**src/rtl/interrupt_ctrl.sv**
```systemverilog
// Multi-source machine-mode interrupt controller: synchronised edge/level pending bits,
// fixed lowest-index-first priority, and a non-nesting claim/complete handshake.
module interrupt_ctrl #(
    parameter int unsigned    NCH         = 8,
    parameter int unsigned    IDW         = 3,
    parameter logic [NCH-1:0] EDGE_MASK   = {NCH{1'b1}},
    parameter int unsigned    SYNC_STAGES = 2
) (
    input  logic           clk,
    input  logic           rst_n,
    input  logic [NCH-1:0] interrupt_in,
    input  logic [NCH-1:0] irq_enable,
    input  logic           csr_meie,
    input  logic           interrupt_clear,
    input  logic           claim,
    input  logic           complete,
    input  logic [IDW-1:0] complete_id,
    output logic           g_interrupt,
    output logic [IDW-1:0] claim_id,
    output logic [NCH-1:0] irq_pending
);

    typedef enum logic [1:0] {
        ST_IDLE,
        ST_ASSERT,
        ST_SERVICE
    } state_e;

    state_e state_q, state_d;

    logic [SYNC_STAGES-1:0][NCH-1:0] sync_q;
    logic [NCH-1:0] s, s_prev_q;
    logic [NCH-1:0] pend_q, pend_d;
    logic [NCH-1:0] in_svc_q, in_svc_d;
    logic [NCH-1:0] edge_set, pend_clr, eligible, claim_oh;
    logic [IDW-1:0] claim_id_q, claim_id_d, win_id;
    logic           g_int_q, g_int_d;
    logic           any_elig, claim_fire, complete_hit;

    assign s            = sync_q[SYNC_STAGES-1];
    assign claim_oh     = NCH'(1) << claim_id_q;
    assign eligible     = pend_q & irq_enable & ~in_svc_q;
    assign claim_fire   = (state_q == ST_ASSERT) && claim && !interrupt_clear;
    assign complete_hit = (state_q == ST_SERVICE) && complete && (complete_id == claim_id_q);

    always_ff @(posedge clk or negedge rst_n) begin
        if (!rst_n) begin
            sync_q   <= '0;
            s_prev_q <= '0;
        end else begin
            sync_q   <= {sync_q[SYNC_STAGES-2:0], interrupt_in};
            s_prev_q <= s;
        end
    end

    // Edge channels: a fresh edge overrides any clear in the same cycle.
    // Level channels simply track the synchronised source.
    always_comb begin
        edge_set = s & ~s_prev_q & EDGE_MASK;
        pend_clr = '0;
        if (interrupt_clear) begin
            pend_clr = '1;
        end else if (claim_fire) begin
            pend_clr = claim_oh;
        end
        pend_d = (EDGE_MASK & ((pend_q & ~pend_clr) | edge_set)) | (~EDGE_MASK & s);
    end

    always_comb begin
        in_svc_d = in_svc_q;
        if (interrupt_clear) begin
            in_svc_d = '0;
        end else if (claim_fire) begin
            in_svc_d = in_svc_q | claim_oh;
        end else if (complete_hit) begin
            in_svc_d = in_svc_q & ~claim_oh;
        end
    end

    always_comb begin
        win_id   = '0;
        any_elig = 1'b0;
        for (int unsigned i = 0; i < NCH; i++) begin
            if (eligible[i] && !any_elig) begin
                win_id   = IDW'(i);
                any_elig = 1'b1;
            end
        end
    end

    always_ff @(posedge clk or negedge rst_n) begin
        if (!rst_n) begin
            state_q <= ST_IDLE;
        end else begin
            state_q <= state_d;
        end
    end

    always_comb begin
        state_d = state_q;
        case (state_q)
            ST_IDLE: begin
                if (csr_meie && any_elig) state_d = ST_ASSERT;
            end
            ST_ASSERT: begin
                if (claim) begin
                    state_d = ST_SERVICE;
                end else if (!csr_meie || !(|(eligible & claim_oh))) begin
                    state_d = ST_IDLE;
                end
            end
            ST_SERVICE: begin
                if (complete_hit) state_d = ST_IDLE;
            end
            default: state_d = ST_IDLE;
        endcase
        if (interrupt_clear) state_d = ST_IDLE;
    end

    always_comb begin
        g_int_d    = (state_d == ST_ASSERT);
        claim_id_d = claim_id_q;
        if ((state_q == ST_IDLE) && (state_d == ST_ASSERT)) claim_id_d = win_id;
    end

    always_ff @(posedge clk or negedge rst_n) begin
        if (!rst_n) begin
            pend_q     <= '0;
            in_svc_q   <= '0;
            g_int_q    <= 1'b0;
            claim_id_q <= '0;
        end else begin
            pend_q     <= pend_d;
            in_svc_q   <= in_svc_d;
            g_int_q    <= g_int_d;
            claim_id_q <= claim_id_d;
        end
    end

    assign g_interrupt = g_int_q;
    assign claim_id    = claim_id_q;
    assign irq_pending = pend_q;

endmodule

```
**config.mk**
```make
export PLATFORM = sky130hd
export DESIGN_NAME = interrupt_ctrl
export DESIGN_NICKNAME = d
export VERILOG_FILES = /design/src/rtl/interrupt_ctrl.sv
export SDC_FILE = /design/constraint.sdc
export NUM_CORES = 1
export LEC_CHECK = 0
export ABC_AREA = 1
export CORE_MARGIN = 4
export CORE_UTILIZATION = 55
export DETAILED_ROUTE_END_ITERATION = 8
export PLACE_DENSITY = 0.84
export RECOVER_POWER = 100
export REMOVE_ABC_BUFFERS = 1
export SYNTH_ARGS = -nofsm -noshare
export SYNTH_HDL_FRONTEND = slang
export SYNTH_SLANG_ARGS = --single-unit
```
**constraint.sdc**
```tcl
create_clock -name clk -period 4.06 [get_ports clk]
set_input_delay 0.812 -clock clk [delete_from_list [all_inputs] [get_ports clk]]
set_output_delay 0.812 -clock clk [all_outputs]
set_load 0.01 [all_outputs]
```
==> impl_metrics.tcl, run 1 <==
set metrics [dict create \
    drt-pass1-iter-count 4 \
    finalSetupViolations 0 \
    crit_path_top_delay_cell "dlygate4sd3_1" \
    power_mw 1.04 \
    synth_edf_count 0 \
    placed_cells 273 \
    synth-async-reset-ratio_pct 100 \
    grt-ovfl-total 0 \
    cp_num_buf_inv 1 \
    initial_utilization_pct 58.2 \
    regToRegStartpoint "claim_id[0]" \
    grt_pass1_vias 1379 \
    worstMarginPinSlew_ns 2.33 \
    io_pins 37 \
    syn2layout_area_growth_pct 22.5 \
    die_w_um 68.1 \
    place_ws_ns 1.73 \
    ant_nets 0 \
    routed_wl_um 3860 \
    slowest_delay_ns 0.67 \
    grt_antenna_before_repair 0 \
    drive_gt1_share_pct 13.6 \
    powerDensity_mw_per_mm2 429 \
    place_congestion 0.853 \
    worstPathRequired_ns 3.25 \
    period_needed_ns 2.51 \
    hp-class "flop to flop" \
    peakVddDrop_mv 0.271 \
    regToRegEndpoint "claim_id[1]" \
    drcViolationCount 0 \
    fp.dieH_um 68.1 \
    max_freq_mhz 399 \
    yosysMostFrequentCell "dfrtp_1" \
    total_leakage_power_nw 1.13 \
    r2r_slack_ns 2.45 \
    internal-power_uw 718 \
    report.final.slew_viol_count 47 \
    worst_hold_startpoint "sync_q[3]" \
    synthSimpleGateAreaFrac_pct 23.1 \
    setup_ws_ns 1.55 \
    ff2ff_path_depth 9 \
    cp_max_fo 8 \
    swShare_pct 31.3 \
    synthTopCellsByArea "dfrtp_1, o22ai_1, nand3_2, nor2_1, nand2_1" \
    cts_tree "done" \
    wire_per_inst_um 13.7 \
    worstSetupEndpointType "primary output" \
    dp_hpwl_um 2750 \
    synth_top_area_cell "dfrtp_1" \
    synth_seq_cells 46 \
    setup_tns_ns 0 \
    clk_pin_slew_worst_paths_ns 0.14 \
    status "finished, violations left" \
    synth_xor_xnor_area_share_pct 1.32 \
    root_buffer "clkbuf_4" \
    grt_pass1_wl_um 6370 \
    clockBufferDepth 2 \
    cts_max_level 2 \
    violations "capacitance limit, slew limit" \
    netlist_instances 195 \
    cp_top_family "buffers and inverters" \
    p_switching_uw 327 \
    synthAdderAreaFrac_pct 0 \
    fill_cells 267 \
    synth_commonest_cells "dfrtp_1, nor2_1, nand2_1" \
    yosysTopAreaCellShare_pct 57.9 \
    syn_area_mm2 0.00199 \
    timing.hold.ws_ns 0.363 \
    critPathLaunchType "flop" \
    antennaDiodeCount 0 \
    syn_avg_cell_area_um2 10.2 \
    max-cap-violations 1 \
    arrival_ns 1.69 \
    slew_headroom_pct -55.5 \
    place.port_buffers 36 \
    finClkSkew_ns 0.0111 \
    stdcell_count 281 \
    drt_iter0_drc 90 \
    synthDistinctLibCells 27 \
    cts.repair.resized 0 \
    synth_top_family_by_area "simple AND/OR/NAND/NOR gates" \
    muxShareOfSynthArea_pct 0 \
    yosysSeqAreaShare_pct 57.9 \
    criticalPathCategory "flop to primary output" \
    ys_warn_count 0 \
    clock_latency_ns 0.37 \
    synth_compound_area_share_pct 10.0 \
    grt_max_degree 47 \
    track_usage_pct 19.3 \
    pwr-share-clk_pct 27.2 \
    rsz0062_at_grt "false" \
    vias_per_cell 5.35 \
    power_frac_seq_pct 52.2 \
    ys.flop_type "dfrtp_1" \
    post_cts_buffers 0 \
    hold_depth 0 \
    period_share_pct 61.7 \
    nets 259 \
    fp-row-count 21 \
    path_cells "dlygate4sd3_1" \
    p_comb_share_pct 20.6 \
    dieArea_mm2 0.00464 \
    hold_buffers 0 \
    vias 1503 \
    hold_end "s[3]" \
    cts.sinks 46 \
    hold_violations 0 \
    core_mm2 0.00342 \
    numCtsBuffers 5 \
]
[registers in the layout (all words and copies together) (netlist names)]
| name | flops |
|---|---|
| s | 8 |
| sync_q | 8 |
| state_q | 2 |
| in_svc_q | 8 |
| g_interrupt | 1 |
| s_prev_q | 8 |
| claim_id | 3 |
| irq_pending | 8 |
[cell type report]
cell class | count | area (um2) | share of cell area [%]
Multi-Input combinational cell | 117 | 678 | 27.8
Tap cell | 46 | 57.6 | 2.36
Sequential cell | 46 | 1150 | 47.2
Inverter | 28 | 115 | 4.72
Timing Repair Buffer | 36 | 354 | 14.5
Clock inverter | 3 | 43.8 | 1.80
Clock buffer | 5 | 37.5 | 1.54
[layout by cell type, fill, tap and decap left out, types with 2 or more instances in the layout]
master / Yosys / layout
xor2_1: 2 / 2
inv_1: 21 / 22
nor2_1: 24 / 24
a21oi_1: 9 / 9
nand4_1: 4 / 5
o21ai_0: 2 / 2
o22ai_1: 16 / 16
nand2_4: 2 / 2
nand4_2: 3 / 2
nand2_2: 2 / 2
inv_4: 2 / 2
inv_6: 1 / 2
dlygate4sd3_1: 0 / 21
a21boi_0: 0 / 2
o21ai_1: 2 / 2
clkbuf_4: 0 / 5
inv_2: 3 / 2
clkdlybuf4s50_1: 0 / 14
dfrtp_1: 46 / 46
nand3_2: 9 / 9
nand3_1: 12 / 12
nand2_1: 23 / 23
[worst max-delay path by stage]
stage	start	end	slack [ns]	cells past startpoint
finish	claim_id[2]	claim_id[2]	1.55	1
global route	rst_n	s[7]	1.12	1
CTS	claim_id[2]	claim_id[2]	1.57	1
detailed placement	interrupt_clear	in_svc_q[0]	1.73	6
global placement	interrupt_clear	claim_id[2]	1.77	7
floorplan	interrupt_clear	claim_id[2]	2.37	6
[per-stage QoR]
stage / cell area (um2) / util [%]
2_1_floorplan: 1950 / -
3_3_place_gp: 2360 / 69.2
3_5_place_dp: 2360 / 69.2
4_1_cts: 2440 / 71.6
5_1_grt: 2440 / 71.4
6_report: 2440 / 71.4
[routing by layer]
layer,share of wire (%),up-vias,wire (um),track usage [%]
met5,0,-,0,0
met4,2.6,0,99,9.18
met3,6.5,10,250,6.24
met2,46,38,1790,29.5
met1,45,726,1730,24.7
li1,-,729,-,-
[kinds of logic after synthesis]
| kind of cell | after synthesis |
|---|---|
| buffers and inverters | 32 |
| AND/OR/NAND/NOR | 82 |
| XOR/XNOR | 3 |
| AO/OA/AOI/OAI | 32 |
| flip-flops | 46 |
[power groups by stage]
stage	logic, mW	clock network, mW	registers, mW
global route	0.243	0.309	0.550
floorplan	0.123	0	0.549
finish	0.216	0.284	0.545
global placement	0.222	0	0.553
CTS	0.228	0.290	0.546
detailed placement	0.227	0	0.555
Note: power is estimated with default switching activity, not from simulation.
==> run 2, diff against run 1 <==
--- a/config.mk
+++ b/config.mk
@@ -7,9 +7,9 @@
 export LEC_CHECK = 0
 export ABC_AREA = 1
 export CORE_MARGIN = 4
-export CORE_UTILIZATION = 55
+export CORE_UTILIZATION = 46
 export DETAILED_ROUTE_END_ITERATION = 8
-export PLACE_DENSITY = 0.84
+export PLACE_DENSITY = 0.76
 export RECOVER_POWER = 100
 export REMOVE_ABC_BUFFERS = 1
 export SYNTH_ARGS = -nofsm -noshare
==> constraint.sdc (replaced) <==
create_clock -name clk -period 2.2 [get_ports clk]
set_input_delay 0.44 -clock clk [delete_from_list [all_inputs] [get_ports clk]]
set_output_delay 0.44 -clock clk [all_outputs]
set_load 0.01 [all_outputs]
==> run 2 against run 1 <==
The flow now finishes without violations. Non-clock buffer count up 3. Routed wire length down 0.31%. Setup slack worse by 1.3 ns. Clock power up 62%. Core utilization down 11 points. Global-route usage down 3.7 points. Die area up 17%. Clock skew down 0.0073 ns. First-iteration DRC count down 49%.
==> impl_metrics.tcl, run 2 (synthesis gave the netlist of run 1 again) <==
set metrics [dict create \
    clock_latency_ns 0.29 \
    dieArea_mm2 0.00544 \
    numCtsBuffers 5 \
    vias_per_cell 5.24 \
    hold_buffers 0 \
    place_congestion 0.829 \
    worstSetupEndpointType "primary output" \
    critPathLaunchType "flop" \
    io_pins 37 \
    ant_nets 0 \
    crit_path_top_delay_cell "dlygate4sd3_1" \
    setup_tns_ns 0 \
    grt-ovfl-total 0 \
    cts.repair.resized 0 \
    antennaDiodeCount 0 \
    worstMarginPinSlew_ns 1.08 \
    hold_violations 0 \
    grt_pass1_wl_um 6420 \
    finalSetupViolations 0 \
    ff2ff_path_depth 9 \
    track_usage_pct 15.6 \
    cts.sinks 46 \
    cts_tree "done" \
    total_leakage_power_nw 1.13 \
    period_needed_ns 1.98 \
    cp_max_fo 8 \
    drcViolationCount 0 \
    wire_per_inst_um 13.4 \
    place.port_buffers 36 \
    cts_max_level 2 \
    max_freq_mhz 505 \
    nets 262 \
    arrival_ns 1.54 \
    die_w_um 73.8 \
    dp_hpwl_um 2900 \
    report.final.slew_viol_count 0 \
    cp_top_family "buffers and inverters" \
    root_buffer "clkbuf_8" \
    regToRegStartpoint "claim_id[1]" \
    drt-pass1-iter-count 4 \
    grt_max_degree 23 \
    syn2layout_area_growth_pct 23.0 \
    status "finished clean" \
    powerDensity_mw_per_mm2 758 \
    routed_wl_um 3850 \
    initial_utilization_pct 48.7 \
    fin_util_pct 59.9 \
    drive_gt1_share_pct 12.2 \
    regToRegEndpoint "claim_id[1]" \
    timing.hold.ws_ns 0.331 \
    finClkSkew_ns 0.00382 \
    mostFrequentLayoutCells "dfrtp_1, nor2_1, nand2_1" \
    drt_iter0_drc 46 \
    core_mm2 0.00409 \
    clockBufferDepth 2 \
    slowest_delay_ns 0.67 \
    worstPathRequired_ns 1.76 \
    fp.dieH_um 73.8 \
    slew_headroom_pct 27.9 \
    fp-row-count 23 \
    cp_num_buf_inv 1 \
    r2r_slack_ns 0.64 \
    post_cts_buffers 0 \
    max-cap-violations 0 \
    criticalPathCategory "flop to primary output" \
    grt_antenna_before_repair 0 \
    layout.cells.most_common "dfrtp_1" \
    period_share_pct 90.1 \
    rsz0062_at_grt "false" \
    peakVddDrop_mv 0.529 \
    hp-class "input port to asynchronous set/reset pin" \
    vias 1505 \
    grt_pass1_vias 1471 \
    path_cells "dlygate4sd3_1" \
    clk_pin_slew_worst_paths_ns 0.07 \
]
run 2: worst max path at each step:
stage,startpoint,endpoint,cells after the start
4_1_cts,claim_id[2],claim_id[2],1
3_5_place_dp,irq_enable[4],claim_id[1],10
5_1_grt,interrupt_clear,in_svc_q[3],6
3_3_place_gp,irq_enable[6],claim_id[2],10
2_1_floorplan,claim_id[1],claim_id[2],9
6_report,claim_id[2],claim_id[2],1
run 2: layout make-up:
cell class | count | area (um2)
tap | 50 | 62.6
multi-input combinational | 117 | 672
timing repair buffer | 39 | 369
clock buffer | 7 | 76.3
inverter | 28 | 115
sequential | 46 | 1150
fill | 372 | 1640
run 2: metrics by stage:
stage,area (um2),instances,setup slack [ns],total power [mW]
6_report,2450,287,0.218,1.85
3_5_place_dp,2390,280,0.329,1.44
3_3_place_gp,2390,280,0.374,1.43
4_1_cts,2470,287,0.245,1.90
2_1_floorplan,1950,191,0.789,1.24
5_1_grt,2450,287,0.117,1.96
run 2: report_power, final:
| group | switching (mW) | internal [mW] |
|---|---|---|
| sequential | 0.0913 | 0.906 |
| clock | 0.243 | 0.219 |
| combinational | 0.217 | 0.179 |
run 2: routing by layer:
metal	track usage (%)	wire, um	up-vias
li1	-	-	733
met1	20.0	1650	723
met3	5.06	273	5
met2	25.0	1890	44
met4	4.83	43	0
met5	0	0	-
==> patch 1 (flow settings as in run 1) <==
Put one more register stage on the output `irq_pending`, cleared by the reset. The value now appears one clock later. The other outputs are not delayed to match.
--- a/src/rtl/interrupt_ctrl.sv
+++ b/src/rtl/interrupt_ctrl.sv
@@ -140,5 +140,11 @@
     assign g_interrupt = g_int_q;
     assign claim_id    = claim_id_q;
-    assign irq_pending = pend_q;
+    always_ff @(posedge clk or negedge rst_n) begin
+        if (!rst_n) begin
+            irq_pending <= '0;
+        end else begin
+            irq_pending <= pend_q;
+        end
+    end
 
 endmodule
Function: changed (a bounded check fails within 4 cycles, from zero or initial values and one cycle with rst_n low).
==> patch 1 against run 1 <==
- sequential cell count increased by 8
- critical path depth grew 5
- synthesized area is 10% higher
- design area increased by 8.6%
- wire length is 3.3% higher
- die area grew 8.9%
- clock power down 4%
- power is 7.6% higher
- register-to-register slack got worse by 0.04 ns
- sequential share of layout area grew 3.8 points
- hold slack worse by 0.0082 ns
- setup slack worse by 0.032 ns
- critical endpoint is now in_svc_q[4]
- largest cell class unchanged
==> patch 1: results (changes against run 1) <==
Parameter                              Value

Clocking
  Skew-Pair Late Insertion Delay ... 0.30 ns (-0.07 ns)
  Clock-pin slew reported for the worst setup and hold paths after clock tree synthesis ... 0.08 ns (-0.06 ns)
  Post-CTS Setup Repair Bufs ... 0 (unchanged)
  Clk Tree Root Cell ... clkbuf_8

Timing
  Min setup slack post-route ... 1.52 ns (-0.0324 ns)
  Setup Skew ... 0.00635 ns (-0.00477 ns)
  Measured slew at the worst slew-check pin ... 0.638 ns (-1.69 ns)
  Max Slew Vio Count ... 0 (-100%)

Routing
  Routed wire length on met3 ... 221 um (-12%)
  Met2 wire length ... 1.98 mm (+11%)
  Starting DRT DRC Count ... 140 (+56%)
  Total routed wire length on the met1 layer ... 1.74 mm (+0.52%)
  Per-cell via count in the routed design ... 5.23 (-2.3%)
  Total wire length after detailed routing ... 3.99 mm (+3.3%)

Place
  Routability cong. ... 0.882 (+3.5%)
  Area of placed instances ... 2570 um2 (+8.9%)
  Place WS ... 1.70 ns (-0.0288 ns)
  Dpl hpwl ... 2.96 mm (+7.6%)

GRT
  Wire length of the first global-routing pass ... 6.99 mm (+9.8%)
  Global-route met3 utilization ... 4.97% (-1.3 points)
  Largest net degree at the start of global routing ... 55 (+17%)
  Via count of the first global-routing pass ... 1557 (+13%)
  GR Util met2 ... 28.8% (-0.65 points)
  Initial antenna violation count ... 0 (unchanged)
  Global Route Usage Sum ... 17.7% (-1.6 points)
  Global-route met1 utilization ... 22.7% (-1.9 points)
  Congestion Overflow GR ... 0 (unchanged)

Power
  Leading power group ... sequential cells
  Internal cell power ... 0.000790 W (+10%)
  Clk pwr share ... 24.2% (-3.0 points)
  Worst voltage drop across the vdd grid ... 0.000253 V (-6.3%)
  Total leakage power ... 1.23 nW (+9.1%)

Critical path
  Crit path to ... in_svc_q[4]
  Biggest cell delay along the critical path ... 0.54 ns (-0.13 ns)
  Top Family by Delay on Critical Path ... buffers and inverters
  Source of the worst register-to-register timing path ... claim_id[2]
  Critical-path maximum fanout ... 13 (+5)
  Critical path origin ... interrupt_clear
  Worst R2R Setup Slack ... 2.41 ns (-0.04 ns)

Worst hold path
  Worst-case hold path end point ... s[6]
  Hold_sp ... sync_q[6]

Status
  Run status ... completed

Yosys
  Most numerous cell types in the synthesized netlist ... dfrtp_1 (54), nor2_1 (24), nand2_1 (23), inv_1 (21), o22ai_1 (16)
  Cells taking the most area after synthesis ... dfrtp_1 (62%), o22ai_1 (4.6%), nand3_2 (4.1%)
  Compound-Gate Fraction of Synth Area ... 9.09% (-0.91 points)
  Post-Synth XOR/XNOR Area ... 1.20% (-0.12 points)
  Proportion of synthesized chip area in sequential cells ... 61.7% (+3.9 points)

Final layout
  Fraction of layout instances using a drive strength above 1 ... 13.6% (-0.037 points)
  Layout Nets ... 268 (+3.5%)
[patch 1: changes by cell type in the layout (fill, tap and decap cells not counted), sizes merged]
cell    change
clkinv      +1
dfrtp       +8
buf         +2
bufinv      -1
clkbuf      -1
inv         -1
[patch 1: stage by stage]
| stage | util (%) | cells | total power (W) | hold slack [ns] |
|---|---|---|---|---|
| after floorplan | - | 199 | 0.000763 | 0.331 |
| after global placement | 68.8 | 284 | 0.000867 | 0.331 |
| after detailed placement | 68.8 | 284 | 0.000875 | 0.337 |
| after CTS | 70.9 | 291 | 0.00115 | 0.356 |
| after global routing | 70.7 | 291 | 0.00119 | 0.359 |
| final | 70.7 | 291 | 0.00112 | 0.355 |
[patch 1: layout make-up]
cell class | instances | area, um2
Clock buffer | 5 | 68.8
Inverter | 28 | 115
Fill cell | 302 | 1100
Multi-Input combinational cell | 117 | 678
Tap cell | 48 | 60.1
Clock inverter | 2 | 10.0
Sequential cell | 54 | 1350
Timing Repair Buffer | 37 | 363
==> patch 2 (flow settings as in run 1) <==
Made on the original files. The parameter `SYNC_STAGES` goes from 2 to 4.
--- a/src/rtl/interrupt_ctrl.sv
+++ b/src/rtl/interrupt_ctrl.sv
@@ -5,5 +5,5 @@
     parameter int unsigned    IDW         = 3,
     parameter logic [NCH-1:0] EDGE_MASK   = {NCH{1'b1}},
-    parameter int unsigned    SYNC_STAGES = 2
+    parameter int unsigned    SYNC_STAGES = 4
 ) (
     input  logic           clk,
Check against the original RTL: not equivalent (a bounded check fails within 4 cycles, from zero or initial values and one cycle with rst_n low).
==> patch 2 against run 1 <==
- the run still ends with capacitance limit, slew limit left
- power is 42% higher
- hold slack worse by 0.014 ns
- synthesized area grew 20%
- cell count rose by 11%
- wire length up 11%
- sequential cell count rose by 16
- setup slack gained 0.0053 ns
- design area increased by 23%
- global-route usage down 1.1 points
==> patch 2: results (changes against run 1) <==
Parameter                              Value

Routing
  Per-cell via count in the routed design ... 5.28 (-1.4%)
  Total routed wire length on the met1 layer ... 1.90 mm (+9.8%)
  Met2 wire length ... 2.02 mm (+13%)
  Number of vias after detailed routing ... 1646 (+9.5%)
  Total wire length after detailed routing ... 4.28 mm (+11%)

Power
  Total leakage power ... 1.39 nW (+22%)
  Power dissipated by switching net loads ... 0.000392 W (+20%)

Status
  Run status ... finished with violations
  Violations in the final reports ... capacitance limit, slew limit

Clocking
  Skew-Pair Late Insertion Delay ... 0.33 ns (-0.04 ns)

Yosys
  Cells taking the most area after synthesis ... dfrtp_1 (65%), nand3_2 (4.2%), o22ai_1 (4.2%)
  Compound-Gate Fraction of Synth Area ... 8.41% (-1.6 points)
  Most numerous cell types in the synthesized netlist ... dfrtp_1 (62), nor2_1 (26), nand2_1 (24), inv_1 (20), o22ai_1 (16)
  Proportion of synthesized chip area in sequential cells ... 64.8% (+6.9 points)
  Netlist cell types ... 26 (-3.7%)
  Number of instances in the synthesized netlist ... 214 (+9.7%)

Final layout
  Fraction of layout instances using a drive strength above 1 ... 16.0% (+2.4 points)
  Fill cell count ... 287 (+7.5%)

Place
  Place WS ... 1.43 ns (-0.304 ns)
  Routability cong. ... 0.855 (+0.20%)
  Area of placed instances ... 2790 um2 (+18%)
  DP Cell Count ... 297 (+8.8%)

Timing
  Period minus WS final ... 2.50 ns (-0.00528 ns)
  Minimum hold slack ... 0.350 ns (-0.0136 ns)
  Max-Slew Margin vs Limit ... -23.5% (+32 points)
  Setup Skew ... 0.00910 ns (-0.00202 ns)
  Max Slew Vio Count ... 36 (-23%)

Worst hold path
  Worst-case hold path end point ... sync_q[19]

GRT
  Global-route met1 utilization ... 22.6% (-2.1 points)
  Global Route Usage Sum ... 18.2% (-1.1 points)

Critical path
  Reg-to-reg endpoint ... claim_id[0]
  Source of the worst register-to-register timing path ... claim_id[2]
  Biggest cell delay along the critical path ... 0.53 ns (-0.14 ns)
  Critical-path maximum fanout ... 13 (+5)
  Crit path DAT ... 2.75 ns (+1.06 ns)

Run
  Max Cap Viol ... 1 (unchanged)
==> patch 2: changes by cell type in the layout (fill, tap and decap cells not counted), sizes merged <==
cell	change
inv	-1
nand2	+1
buf	+1
nand3	+1
bufinv	+1
o21ai	-1
dfrtp	+16
nor2	+2
clkinv	+1
a21boi	+1
clkbuf	+5
==> patch 2: layout make-up <==
cell class	count	area, um2	area share [%]
sequential	62	1550	51.9
multi-input combinational	121	702	23.5
timing repair buffer	37	362	12.1
clock buffer	10	128	4.27
inverter	27	109	3.64
clock inverter	5	75.1	2.51
tap	50	62.6	2.09
==> patch 2: power groups by stage <==
stage	clock [W]	combinational (W)	sequential, W
after global placement	0	0.000225	0.000718
after CTS	0.000567	0.000232	0.000710
after detailed placement	0	0.000230	0.000720
after floorplan	0	0.000123	0.000719
final	0.000556	0.000221	0.000709
after global routing	0.000597	0.000248	0.000715
